## src/rtl/ks_seq_pkg.sv

```systemverilog
// Shared types and constants for the Karplus-Strong note sequencer.
// Entry layout is {valid, period}; valid=0 marks a rest.
package ks_seq_pkg;

    localparam int DATA_WIDTH_DEF = 8;
    localparam int ENTRY_W        = DATA_WIDTH_DEF + 1;
    localparam int VALID_BIT      = DATA_WIDTH_DEF;

    typedef enum logic [1:0] {
        IDLE = 2'd0,
        LOAD = 2'd1,
        PLAY = 2'd2
    } state_t;

endpackage

```

## src/rtl/ks_seq_step_table.sv

```systemverilog
// Note table: register file with one write port and one combinational read port.
// A write to the address being read is forwarded so the reader sees the new entry.
module ks_seq_step_table
    import ks_seq_pkg::*;
#(
    parameter  int NUM_STEPS = 8,
    parameter  int WIDTH     = ENTRY_W,
    localparam int SW        = $clog2(NUM_STEPS)
) (
    input  logic             clk_i,
    input  logic             rst_i,
    input  logic             wr_en_i,
    input  logic [SW-1:0]    wr_addr_i,
    input  logic [WIDTH-1:0] wr_data_i,
    input  logic [SW-1:0]    rd_addr_i,
    output logic [WIDTH-1:0] rd_data_o
);

    logic [WIDTH-1:0] r_mem [NUM_STEPS];
    logic             w_bypass;

    // NOTE: this table is a handful of flops, not a RAM macro, so clearing it
    // on reset is cheap and guarantees every step starts as a rest.
    always_ff @(posedge clk_i) begin
        if (rst_i) begin
            for (int i = 0; i < NUM_STEPS; i++) begin
                r_mem[i] <= '0;
            end
        end else if (wr_en_i) begin
            r_mem[wr_addr_i] <= wr_data_i;
        end
    end

    assign w_bypass  = wr_en_i && (wr_addr_i == rd_addr_i);
    assign rd_data_o = w_bypass ? wr_data_i : r_mem[rd_addr_i];

endmodule

```

## src/rtl/ks_note_sequencer.sv

```systemverilog
// Step sequencer driving ks_string: walks the note table at a tempo counted in
// sample ticks, presenting each step's period and a stretched pluck request.
module ks_note_sequencer
    import ks_seq_pkg::*;
#(
    parameter  int NUM_STEPS   = 8,
    parameter  int DATA_WIDTH  = DATA_WIDTH_DEF,
    parameter  int TEMPO_WIDTH = 16,
    parameter  int PLUCK_TICKS = 4,
    localparam int SW          = $clog2(NUM_STEPS),
    localparam int EW          = DATA_WIDTH + 1,
    localparam int PW          = (PLUCK_TICKS > 1) ? $clog2(PLUCK_TICKS) : 1
) (
    input  logic                   clk_i,
    input  logic                   rst_i,
    input  logic                   tick_i,
    input  logic                   enable_i,
    input  logic [TEMPO_WIDTH-1:0] tempo_i,
    input  logic [SW-1:0]          last_step_i,
    input  logic                   wr_en_i,
    input  logic [SW-1:0]          wr_addr_i,
    input  logic [EW-1:0]          wr_data_i,
    output logic [DATA_WIDTH-1:0]  period_o,
    output logic                   pluck_o,
    output logic [SW-1:0]          step_o,
    output logic                   step_strobe_o,
    output logic                   busy_o
);

    state_t                 r_state, w_state_nxt;
    logic [SW-1:0]          r_step, w_step_nxt, w_step_adv;
    logic [DATA_WIDTH-1:0]  r_period, w_period_nxt;
    logic                   r_pluck, w_pluck_nxt;
    logic                   r_strobe, r_busy;
    logic [TEMPO_WIDTH-1:0] r_tcnt, w_tcnt_nxt;
    logic [PW-1:0]          r_pcnt, w_pcnt_nxt;
    logic [EW-1:0]          w_entry;
    logic                   w_step_done;

    ks_seq_step_table #(
        .NUM_STEPS (NUM_STEPS),
        .WIDTH     (EW)
    ) u_table (
        .clk_i     (clk_i),
        .rst_i     (rst_i),
        .wr_en_i   (wr_en_i),
        .wr_addr_i (wr_addr_i),
        .wr_data_i (wr_data_i),
        .rd_addr_i (r_step),
        .rd_data_o (w_entry)
    );

    // The >= compare lets a tempo lowered below tcnt end the step on the next tick.
    assign w_step_done = tick_i && (r_tcnt >= tempo_i);
    assign w_step_adv  = (r_step >= last_step_i) ? '0 : r_step + 1'b1;

    // NOTE: sequential state uses non-blocking assignments so every register
    // samples pre-edge values and process ordering cannot change behaviour.
    always_ff @(posedge clk_i) begin
        if (rst_i) begin
            r_state <= IDLE;
        end else begin
            r_state <= w_state_nxt;
        end
    end

    // NOTE: each combinational output gets a default first, so no path
    // through the case leaves it unassigned and no latch is inferred.
    always_comb begin
        w_state_nxt = r_state;
        case (r_state)
            IDLE:    if (enable_i) w_state_nxt = LOAD;
            LOAD:    w_state_nxt = enable_i ? PLAY : IDLE;
            PLAY: begin
                if (!enable_i)       w_state_nxt = IDLE;
                else if (w_step_done) w_state_nxt = LOAD;
            end
            default: w_state_nxt = IDLE;
        endcase
    end

    always_comb begin
        w_step_nxt   = r_step;
        w_period_nxt = r_period;
        w_pluck_nxt  = r_pluck;
        w_tcnt_nxt   = r_tcnt;
        w_pcnt_nxt   = r_pcnt;
        case (r_state)
            IDLE: begin
                w_pluck_nxt = 1'b0;
                if (enable_i) w_step_nxt = '0;
            end
            LOAD: begin
                if (!enable_i) begin
                    w_pluck_nxt = 1'b0;
                end else begin
                    w_tcnt_nxt = '0;
                    if (w_entry[DATA_WIDTH]) begin
                        w_period_nxt = w_entry[DATA_WIDTH-1:0];
                        w_pluck_nxt  = 1'b1;
                        w_pcnt_nxt   = PW'(PLUCK_TICKS - 1);
                    end else begin
                        w_pluck_nxt = 1'b0;
                    end
                end
            end
            PLAY: begin
                if (!enable_i) begin
                    w_pluck_nxt = 1'b0;
                end else if (tick_i) begin
                    if (r_pluck && (r_pcnt == '0)) w_pluck_nxt = 1'b0;
                    else if (r_pluck)              w_pcnt_nxt  = r_pcnt - 1'b1;
                    if (w_step_done) begin
                        w_step_nxt  = w_step_adv;
                        w_pluck_nxt = 1'b0;
                    end else begin
                        w_tcnt_nxt = r_tcnt + 1'b1;
                    end
                end
            end
            default: w_pluck_nxt = 1'b0;
        endcase
    end

    always_ff @(posedge clk_i) begin
        if (rst_i) begin
            r_step   <= '0;
            r_period <= '0;
            r_pluck  <= 1'b0;
            r_strobe <= 1'b0;
            r_busy   <= 1'b0;
            r_tcnt   <= '0;
            r_pcnt   <= '0;
        end else begin
            r_step   <= w_step_nxt;
            r_period <= w_period_nxt;
            r_pluck  <= w_pluck_nxt;
            r_strobe <= (w_state_nxt == LOAD);
            r_busy   <= (w_state_nxt != IDLE);
            r_tcnt   <= w_tcnt_nxt;
            r_pcnt   <= w_pcnt_nxt;
        end
    end

    assign period_o      = r_period;
    assign pluck_o       = r_pluck;
    assign step_o        = r_step;
    assign step_strobe_o = r_strobe;
    assign busy_o        = r_busy;

endmodule

```

## config.mk

```make
export PLATFORM = sky130hd
export DESIGN_NAME = ks_note_sequencer
export DESIGN_NICKNAME = d
export VERILOG_FILES = /design/src/rtl/ks_seq_pkg.sv /design/src/rtl/ks_seq_step_table.sv /design/src/rtl/ks_note_sequencer.sv
export SDC_FILE = /design/constraint.sdc
export NUM_CORES = 1
export LEC_CHECK = 0
export BUFFER_PORTS_ARGS = -buffer_cell sky130_fd_sc_hd__clkbuf_2
export CAP_MARGIN = 20
export CORE_MARGIN = 2
export CORE_UTILIZATION = 54
export DETAILED_ROUTE_END_ITERATION = 7
export PLACE_DENSITY = 0.76
export SYNTH_ARGS = -nofsm -noshare
export SYNTH_HDL_FRONTEND = slang
export SYNTH_HIERARCHICAL = 1
export SYNTH_SLANG_ARGS = --single-unit
```

## constraint.sdc

```tcl
create_clock -name clk_i -period 2.2 [get_ports clk_i]
set_input_delay 0.22 -clock clk_i [delete_from_list [all_inputs] [get_ports clk_i]]
set_output_delay 0.22 -clock clk_i [all_outputs]
set_load 0.01 [all_outputs]
```

---- Word-level counts from Yosys, hierarchy flattened ----
Memories as Yosys holds them, arrays and structs flattened. A register that Yosys moved wholly into a read port is not among the register bits.
Cells that the tools add are included.
storage, ports and cells
  input port bits ......................... 36
  flip-flop bits (word level) ............. 34
  memories ................................ 1
  logic and storage cells ................. 84
  memory bits (writable) .................. 72
memory list
  name           words  bits a word  read ports  clocked after Yosys merged registers in  wr ports  line                     source
  u_table.r_mem  8      9            1           1                                        8         ks_seq_step_table.sv:19  logic [WIDTH-1:0] r_mem [NUM_STEPS];
operators by class
  $lt $le $gt $ge ......................... 2
  mux-type cells .......................... 41
  eq/ne operators ......................... 15
  reductions and logical operators ........ 14
  add/sub/neg operators ................... 3
operators with widths
  kind                                                                    number
  16-bit two-way mux                                                      4
  16-bit one-hot mux with 2 select lines                                  1
  3-bit two-way mux                                                       8
  2-bit two-way mux                                                       10
  9-bit two-way mux                                                       2
  16-bit by 1-bit adder with 16-bit output (second input constant)        1
  16-bit >= comparator                                                    1
  2-bit inequality test (second input constant)                           8
  1-bit two-way mux                                                       12
  5-bit AND reduction                                                     2
  9-bit OR reduction                                                      1
  7-bit AND reduction                                                     1
  2-bit one-hot mux with 3 select lines                                   1
  3-bit one-hot mux with 2 select lines                                   1
  2-bit nonzero test                                                      3
  2-bit by 1-bit equality test with 1-bit output (second input constant)  2
  2-bit zero test                                                         2
  4-bit inequality test (second input constant)                           1
  2-bit one-hot mux with 2 select lines                                   1
  3-bit by 1-bit adder with 3-bit output (second input constant)          1
  3-bit equality test                                                     1
  3-bit >= comparator                                                     1
  1-bit logical AND                                                       3
  3-bit inequality test (second input constant)                           1
  other kinds (6)                                                         6

---- Depth between registers and ports, before layout ----
Gate-level depths: netlist (run 1).
  word-level depth ........................ 8
  depth in mapped cells ................... 10
  mapped depth without buffers ............ 8

---- Hierarchy ----
The synthesis (run 1) kept the hierarchy.
by module, submodules not included
  module             area each (um2)  instances  cells each  seq. area each (um2)
  ks_seq_step_table  3503.4           1          210         2162.1
  ks_note_sequencer  2159.6           1          276         680.7

---- Worst setup path after synthesis (run 1) ----
No wires, ideal clock.
  kind .................................... register -> register
  start ................................... register r_step[1] (netlist: step_o[1])
  end ..................................... register r_period[0] (netlist: period_o[0])
  stages on the path, launching flop included .. 10
  arrival time ............................ 2.214 ns
  clock period less this slack ............ 2.347 ns
  required time ........................... 2.068 ns
  setup slack ............................. -0.147 ns
  setup time .............................. 0.132 ns
  cell sequence ........................... dfxtp_1 > buf_6 > clkbuf_1 > mux4_2 > mux2_2 > mux2_4 > and3_1 > clkbuf_1 > nand2_1 > a21oi_1
on the way
  longest elaborated chain between the ends .. 4
ends and longest elaborated chain
  what                                  line                      source
  start, declared                       ks_note_sequencer.sv:31   logic [SW-1:0] r_step, w_step_nxt, w_step_adv;
  start signal, assigned                ks_note_sequencer.sv:135  r_step <= w_step_nxt;
  3-bit equality test                   ks_seq_step_table.sv:34   assign w_bypass = wr_en_i && (wr_addr_i == rd_addr_i);
  1-bit logical AND                     ks_seq_step_table.sv:34
  9-bit two-way mux                     ks_seq_step_table.sv:35   assign rd_data_o = w_bypass ? wr_data_i : r_mem[rd_addr_i];
  net w_entry[8]                        ks_note_sequencer.sv:37   logic [EW-1:0] w_entry;
  3-bit AND reduction (no source line)  --
  end signal, assigned                  ks_note_sequencer.sv:136  r_period <= w_period_nxt;
  end, declared                         ks_note_sequencer.sv:32   logic [DATA_WIDTH-1:0] r_period, w_period_nxt;
The timed path passes the listed nets, and every way through them passes these cells.
A chain may end at the register's enable or synchronous reset.

---- Worst setup path in the final report (run 1) ----
  start ................................... register r_tcnt[1]
  end ..................................... register r_tcnt[11]
on the way
  longest elaborated chain between the ends .. 5
ends and longest elaborated chain
  what                                      line                      source
  start, declared                           ks_note_sequencer.sv:35   logic [TEMPO_WIDTH-1:0] r_tcnt, w_tcnt_nxt;
  start signal, assigned                    ks_note_sequencer.sv:140  r_tcnt <= w_tcnt_nxt;
  16-bit by 1-bit adder with 16-bit output  ks_note_sequencer.sv:117  w_tcnt_nxt = r_tcnt + 1'b1;
  16-bit two-way mux                        ks_note_sequencer.sv:113  if (w_step_done) begin
  16-bit two-way mux                        ks_note_sequencer.sv:110  end else if (tick_i) begin
  16-bit two-way mux                        ks_note_sequencer.sv:108  if (!enable_i) begin
  16-bit one-hot mux with 2 select lines    ks_note_sequencer.sv:88   case (r_state)
Parallel ways exist; a longest one is shown, timed or not. The select of a mux whose other input is x is not followed.

==> flow_metrics.tcl, run 1 <==
set metrics [dict create \
    grt_max_degree 25 \
    top_level_ports 50 \
    synth_top_flop_cell "edfxtp_1" \
    routed_wl_um 12700 \
    power_frac_seq_pct 58.7 \
    firstDrtPassIters 4 \
    synthArstFlopShare_pct 0 \
    antenna_found_initial 0 \
    maxSlewHeadroom_pct 67.2 \
    grt_usage_pct 22.8 \
    num_antenna_cells 0 \
    start_util_pct 55.4 \
    path_class "reg -> reg" \
    power_frac_comb_pct 10.0 \
    period_minus_slack_ns 2.33 \
    nNetsFinal 632 \
    synth_commonest_cells "73 x and2_1, 72 x edfxtp_1, 44 x nand2_1, 34 x dfxtp_1, 28 x a21oi_1" \
    grtUsageMet2_pct 42.7 \
    skew_ns 0.0143 \
    drive_gt1_share_pct 32.0 \
    status "finished with violations" \
    min_period_over_period_pct 106 \
    vias 4130 \
    clock_latency_ns 0.37 \
    first_iter_violations 235 \
    clockBufferDepth 2 \
    synth_top_area_share_pct 38.2 \
    die_y_um 106 \
    gr-total-overflow 0 \
    ys_seq_area_share_pct 50.2 \
    yosysTopAreaCell "edfxtp_1" \
    grt_pass1_wl_um 20000 \
    hold_path_class "in -> reg" \
    synth-edff-count 72 \
    cts_tree "done" \
    final_max_slew_viol_count 0 \
    netlist_area_um2 5660 \
    synthTopCellsByArea "edfxtp_1 38%, dfxtp_1 12%, and2_1 8.1%" \
    drv_cap 0 \
    gr-usage-met1_pct 27.0 \
    use_met3_pct 3.31 \
    finalPower_mw 3.82 \
    core.rowCount 37 \
    die-area_um2 11300 \
    die_w_um 106 \
    cts.root.buffer_cell "clkbuf_8" \
    cp-end-kind "flip-flop" \
    setup_viol_count_final 9 \
    core_um2 10200 \
    ant_nets 0 \
    syn_area_per_cell_um2 11.7 \
    power.leakage_nw 2.68 \
    avgRoutedWirePerCell_um 17.8 \
    ir_worst_vdd_mv 0.404 \
    critPathMaxFanout 7 \
    start_kind "flip-flop" \
    finalHoldViolations 0 \
    pwr-share-clk_pct 31.3 \
    drc 0 \
    busiest_layer "met2" \
    grt_pass1_vias 4093 \
    port_buffers 49 \
    fin_tns_setup_ns -0.477 \
    rsz0062_at_grt "yes" \
    sw_frac_of_total_pct 25.7 \
    gp_congestion 0.836 \
    yosysMostFrequentCell "and2_1" \
    area_delta_synth_final_pct 20.1 \
    p_per_area_nw_per_um2 562 \
    synth_fp_nets 544 \
    fin_ws_ns -0.134 \
    ys_warn_count 6 \
    fmax_mhz 428 \
    via_per_inst 5.78 \
    clkTransAtPathRegs_ns 0.12 \
    final_core_util_pct 66.5 \
    clock-sinks 106 \
    worstPathArrival_ns 2.63 \
    htreeDepth 3 \
    ys_ff_latch 106 \
    synth_cells 486 \
    nFillCells 766 \
    ys_types 55 \
    violations "negative setup slack" \
    crit_required_ns 2.50 \
    hold_buffers 0 \
    worstMarginPinSlew_ns 0.492 \
    numCtsBuffers 9 \
    power.internal_mw 2.84 \
    dp_hpwl_um 9240 \
    p_switching_mw 0.983 \
]
## cell type report
type / instances / area [um2] / area share, %
sequential: 106 / 2850 / 42.0
multi-input combinational: 332 / 2820 / 41.4
timing repair buffer: 98 / 661 / 9.71
tap: 136 / 170 / 2.50
clock buffer: 9 / 124 / 1.82
inverter: 27 / 101 / 1.49
clock inverter: 7 / 77.6 / 1.14
## power groups by stage
stage / logic, mW / registers, mW / clock network [mW]
after global routing: 0.411 / 2.25 / 1.29
after CTS: 0.352 / 2.24 / 1.22
after global placement: 0.319 / 2.28 / 0
after floorplan: 0.202 / 2.28 / 0
after detailed placement: 0.332 / 2.29 / 0
final: 0.381 / 2.24 / 1.20
## cells by family (layout without fill, tap and decap cells)
logic type	after synthesis	after routing	share of synthesized area, %
and+or+nand+nor	190	190	18.9
DFF	106	106	50.2
AOI/OAI and AO/OA	79	79	9.21
buffers and inverters	48	141	4.09
muxes	38	38	12.3
adders and majority gates	22	22	4.86
xor gates and xnor gates	3	3	0.464
## timing repair
action                                  in CTS  in global routing
endpoints found under the setup margin      22                 24
setup buffers                                3                  3
gates cloned                                 1                  0
pin swaps                                   16                 14
resized for setup                           31                 22
## critical path, cell delays in order, from the launching register on
cell and delay, ns:
dfxtp_2 0.37, ha_4 0.20, nor2b_4 0.12, o211a_1 0.24, o311ai_4 0.35, a41oi_4 0.20, buf_6 0.18, or4_1 0.47
a21oi_1 0.15
## layer usage
layer  up-vias  routed length [um]
met5         -                   0
met4         0                 216
met3        19                 460
met2       115                6810
met1      2023                5240
li1       1973                   -
## sequential cells by signal (all words and copies together), names as in the netlist
register / cells
u_table/r_mem: 72
r_tcnt: 16
period_o: 8
step_o: 3
r_pcnt: 2
r_state: 2
busy_o: 1
pluck_o: 1
step_strobe_o: 1
## metrics by stage
step	worst slack (ns)	cells	hold slack (ns)	cell area, um2
2_1_floorplan	0.00259	486	0.418	5690
3_3_place_gp	-0.106	691	0.446	6290
3_5_place_dp	-0.215	691	0.452	6290
4_1_cts	-0.0701	711	0.230	6670
5_1_grt	-0.179	715	0.235	6800
6_report	-0.134	715	0.231	6800
## cells in the final DEF (no fill, tap or decap), types with 12 or more instances in the layout
| master | synthesis | layout |
|---|---|---|
| buf_4 | 0 | 41 |
| edfxtp_1 | 72 | 72 |
| nand3_1 | 13 | 12 |
| and2_1 | 73 | 73 |
| inv_1 | 27 | 26 |
| dfxtp_1 | 34 | 27 |
| clkbuf_2 | 0 | 49 |
| ha_1 | 22 | 19 |
| a21oi_1 | 28 | 24 |
| nand2_1 | 44 | 42 |
## path summary, 6_finish.rpt
| check | slack, ns | cells after the start | endpoint | startpoint |
|---|---|---|---|---|
| hold / removal | 0.23 | 2 | u_table/r_mem[0][0] | wr_data_i[0] |
| hold reg to reg | 0.46 | 2 | period_o[2] | period_o[2] |
| setup reg to reg | -0.13 | 8 | r_tcnt[11] | r_tcnt[1] |
| setup / recovery | -0.13 | 8 | r_tcnt[11] | r_tcnt[1] |
Power figures use the tool's default switching activity.
==> run 2: changes to the inputs <==
--- a/config.mk
+++ b/config.mk
@@ -5,9 +5,9 @@
 export SDC_FILE = /design/constraint.sdc
 export NUM_CORES = 1
 export LEC_CHECK = 0
+export ABC_AREA = 1
 export BUFFER_PORTS_ARGS = -buffer_cell sky130_fd_sc_hd__clkbuf_2
 export CAP_MARGIN = 20
-export CORE_MARGIN = 2
 export CORE_UTILIZATION = 54
 export DETAILED_ROUTE_END_ITERATION = 7
 export PLACE_DENSITY = 0.76
==> flow_metrics.tcl, run 2 <==
set metrics [dict create \
    status "completed" \
    core.rowCount 38 \
    routed_wl_um 15700 \
    syn_area_per_cell_um2 7.62 \
    final_common_cell "nand2_1" \
    via_per_inst 5.37 \
    rsz0062_at_grt "no" \
    ys_warn_count 6 \
    gr-total-overflow 0 \
    grt_pass1_vias 5020 \
    period_minus_slack_ns 2.03 \
    grt_usage_pct 28.3 \
    numCtsBuffers 9 \
    synth_top_flop_cell "edfxtp_1" \
    antenna_found_initial 0 \
    htreeDepth 3 \
    firstDrtPassIters 5 \
    start_util_pct 55.7 \
    die_y_um 108 \
    port_buffers 49 \
    critical-path-top-delay-family "simple AND/OR/NAND/NOR gates" \
    start_kind "flip-flop" \
    worstPathArrival_ns 2.31 \
    hold_path_class "in -> reg" \
    cp-end-kind "flip-flop" \
    drive_gt1_share_pct 15.0 \
    vias 5375 \
    dp_hpwl_um 11500 \
    clkTransAtPathRegs_ns 0.09 \
    final_max_slew_viol_count 0 \
    path_class "reg -> reg" \
    whs_ns 0.206 \
    top_level_ports 50 \
    layout_common_cells "205 x nand2_1, 128 x nor2_1, 127 x inv_1, 75 x nand3_1, 72 x edfxtp_1" \
    fmax_mhz 491 \
    cts.root.buffer_cell "clkbuf_8" \
    yosysTopAreaCell "edfxtp_1" \
    synthTopCellsByArea "edfxtp_1 36%, nand2_1 13%, dfxtp_1 11%" \
    ys_ff_latch 106 \
    synth_top_area_share_pct 35.7 \
    die_w_um 108 \
    ys_seq_area_share_pct 46.9 \
    synth_commonest_cells "205 x nand2_1, 128 x nor2_1, 127 x inv_1, 75 x nand3_1, 72 x edfxtp_1" \
    top_register "u_table/r_mem" \
    synth-edff-count 72 \
    grt_pass1_wl_um 24400 \
    largest_register_ffs 72 \
    worstMarginPinSlew_ns 0.506 \
    drv_cap 0 \
    num_antenna_cells 0 \
    min_period_over_period_pct 92.5 \
    grt_max_degree 23 \
    power.leakage_nw 3.24 \
    final_core_util_pct 61.6 \
    max_stage_delay_ns 0.48 \
    placed_cell_area_um2 6510 \
    path_cells "ha_1 -> nand2_1 -> inv_1 -> nand2_1 -> nor2_1 -> nor2_1 -> nand2_1 -> nand2_1 -> nand2_2 -> nand3_4 -> nand2_1 -> nand2_2 -> nand2_1 -> nand2_1 -> inv_1" \
    final_area_um2 6710 \
    finalHoldViolations 0 \
    p_per_area_nw_per_um2 621 \
    finalPower_mw 4.17 \
    cp_slowest_cell "dfxtp_1" \
    synthArstFlopShare_pct 0 \
    synth_cells 796 \
    first_iter_violations 432 \
    netlist_area_um2 6060 \
    core_um2 10900 \
    drc 0 \
    cp_num_cells 15 \
    setup_viol_count_final 0 \
    clockBufferDepth 2 \
    avgRoutedWirePerCell_um 15.7 \
    yosysMostFrequentCell "nand2_1" \
    crit_top_cell "nand2_1" \
    crit_required_ns 2.48 \
    reg2regPathDepth 15 \
    nNetsFinal 915 \
    die-area_um2 11700 \
    ys_types 32 \
    cts_tree "done" \
    skew_ns 0.00693 \
    hold_buffers 0 \
    path_buf_inv 2 \
    clock-sinks 106 \
    cts_setup_buffers 0 \
    synth_fp_nets 854 \
    ant_nets 0 \
    area_delta_synth_final_pct 10.6 \
    critPathMaxFanout 8 \
    cts_resized 0 \
    fin_tns_setup_ns 0 \
    clock_latency_ns 0.37 \
    maxSlewHeadroom_pct 66.0 \
    ir_worst_vdd_mv 0.433 \
    gp_congestion 0.926 \
    min_path_cells 3 \
]
-- run 2: cells by family after synthesis --
group | after synthesis | synth area share, %
AND/OR/NAND/NOR | 463 | 33.1
buffers and inverters | 157 | 10.9
flip-flops | 106 | 46.9
AO/OA/AOI/OAI | 46 | 4.27
adder cells (fa/ha/maj) | 22 | 4.54
XOR/XNOR | 2 | 0.289
-- run 2: area by class of cell --
class / count / area [um2]
well taps: 140 / 175
multi-input cells: 534 / 2580
clock inverters: 5 / 53.8
repair buffers: 72 / 418
clock buffers: 10 / 128
fillers: 1009 / 4180
flip-flops and latches: 106 / 2840
inverters: 134 / 510
-- run 2: per-layer routing --
| metal | vias to the layer above | GRT usage, % | part of all wire (%) |
|---|---|---|---|
| li1 | 2645 | - | - |
| met4 | 0 | 12.2 | 2.4 |
| met5 | - | 0 | 0 |
| met3 | 31 | 3.25 | 8.0 |
| met1 | 2475 | 38.9 | 43 |
| met2 | 224 | 45.2 | 47 |
-- run 2: path summary, 6_finish.rpt --
check / slack [ns] / from / endpoint
worst max-delay path: 0.17 / r_tcnt[4] / busy_o
worst min-delay path: 0.21 / enable_i / r_state[1]
worst max register to register: 0.17 / r_tcnt[4] / busy_o
worst min register to register: 0.49 / r_pcnt[0] / r_pcnt[0]
-- run 2: through the flow --
stage,std cells,setup slack [ns]
5_1_grt,1001,0.0137
3_5_place_dp,985,0.193
2_1_floorplan,796,0.459
4_1_cts,1000,0.158
6_report,1001,0.165
3_3_place_gp,985,0.224
-- run 2: worst reg2reg max path, stage by stage (launching register included) --
cell and delay (ns):
dfxtp_1 0.48, ha_1 0.29, nand2_1 0.07, inv_1 0.04, nand2_1 0.07, nor2_1 0.05, nor2_1 0.10, nand2_1 0.06
nand2_1 0.07, nand2_2 0.09, nand3_4 0.15, nand2_1 0.21, nand2_2 0.13, nand2_1 0.06, nand2_1 0.06, inv_1 0.03
-- run 2: where the power goes --
part / switching (mW) / internal [mW] / total (mW)
logic: 0.475 / 0.219 / 0.694
clock network: 0.661 / 0.519 / 1.18
registers: 0.0540 / 2.24 / 2.29
total: 1.19 / 2.98 / 4.17
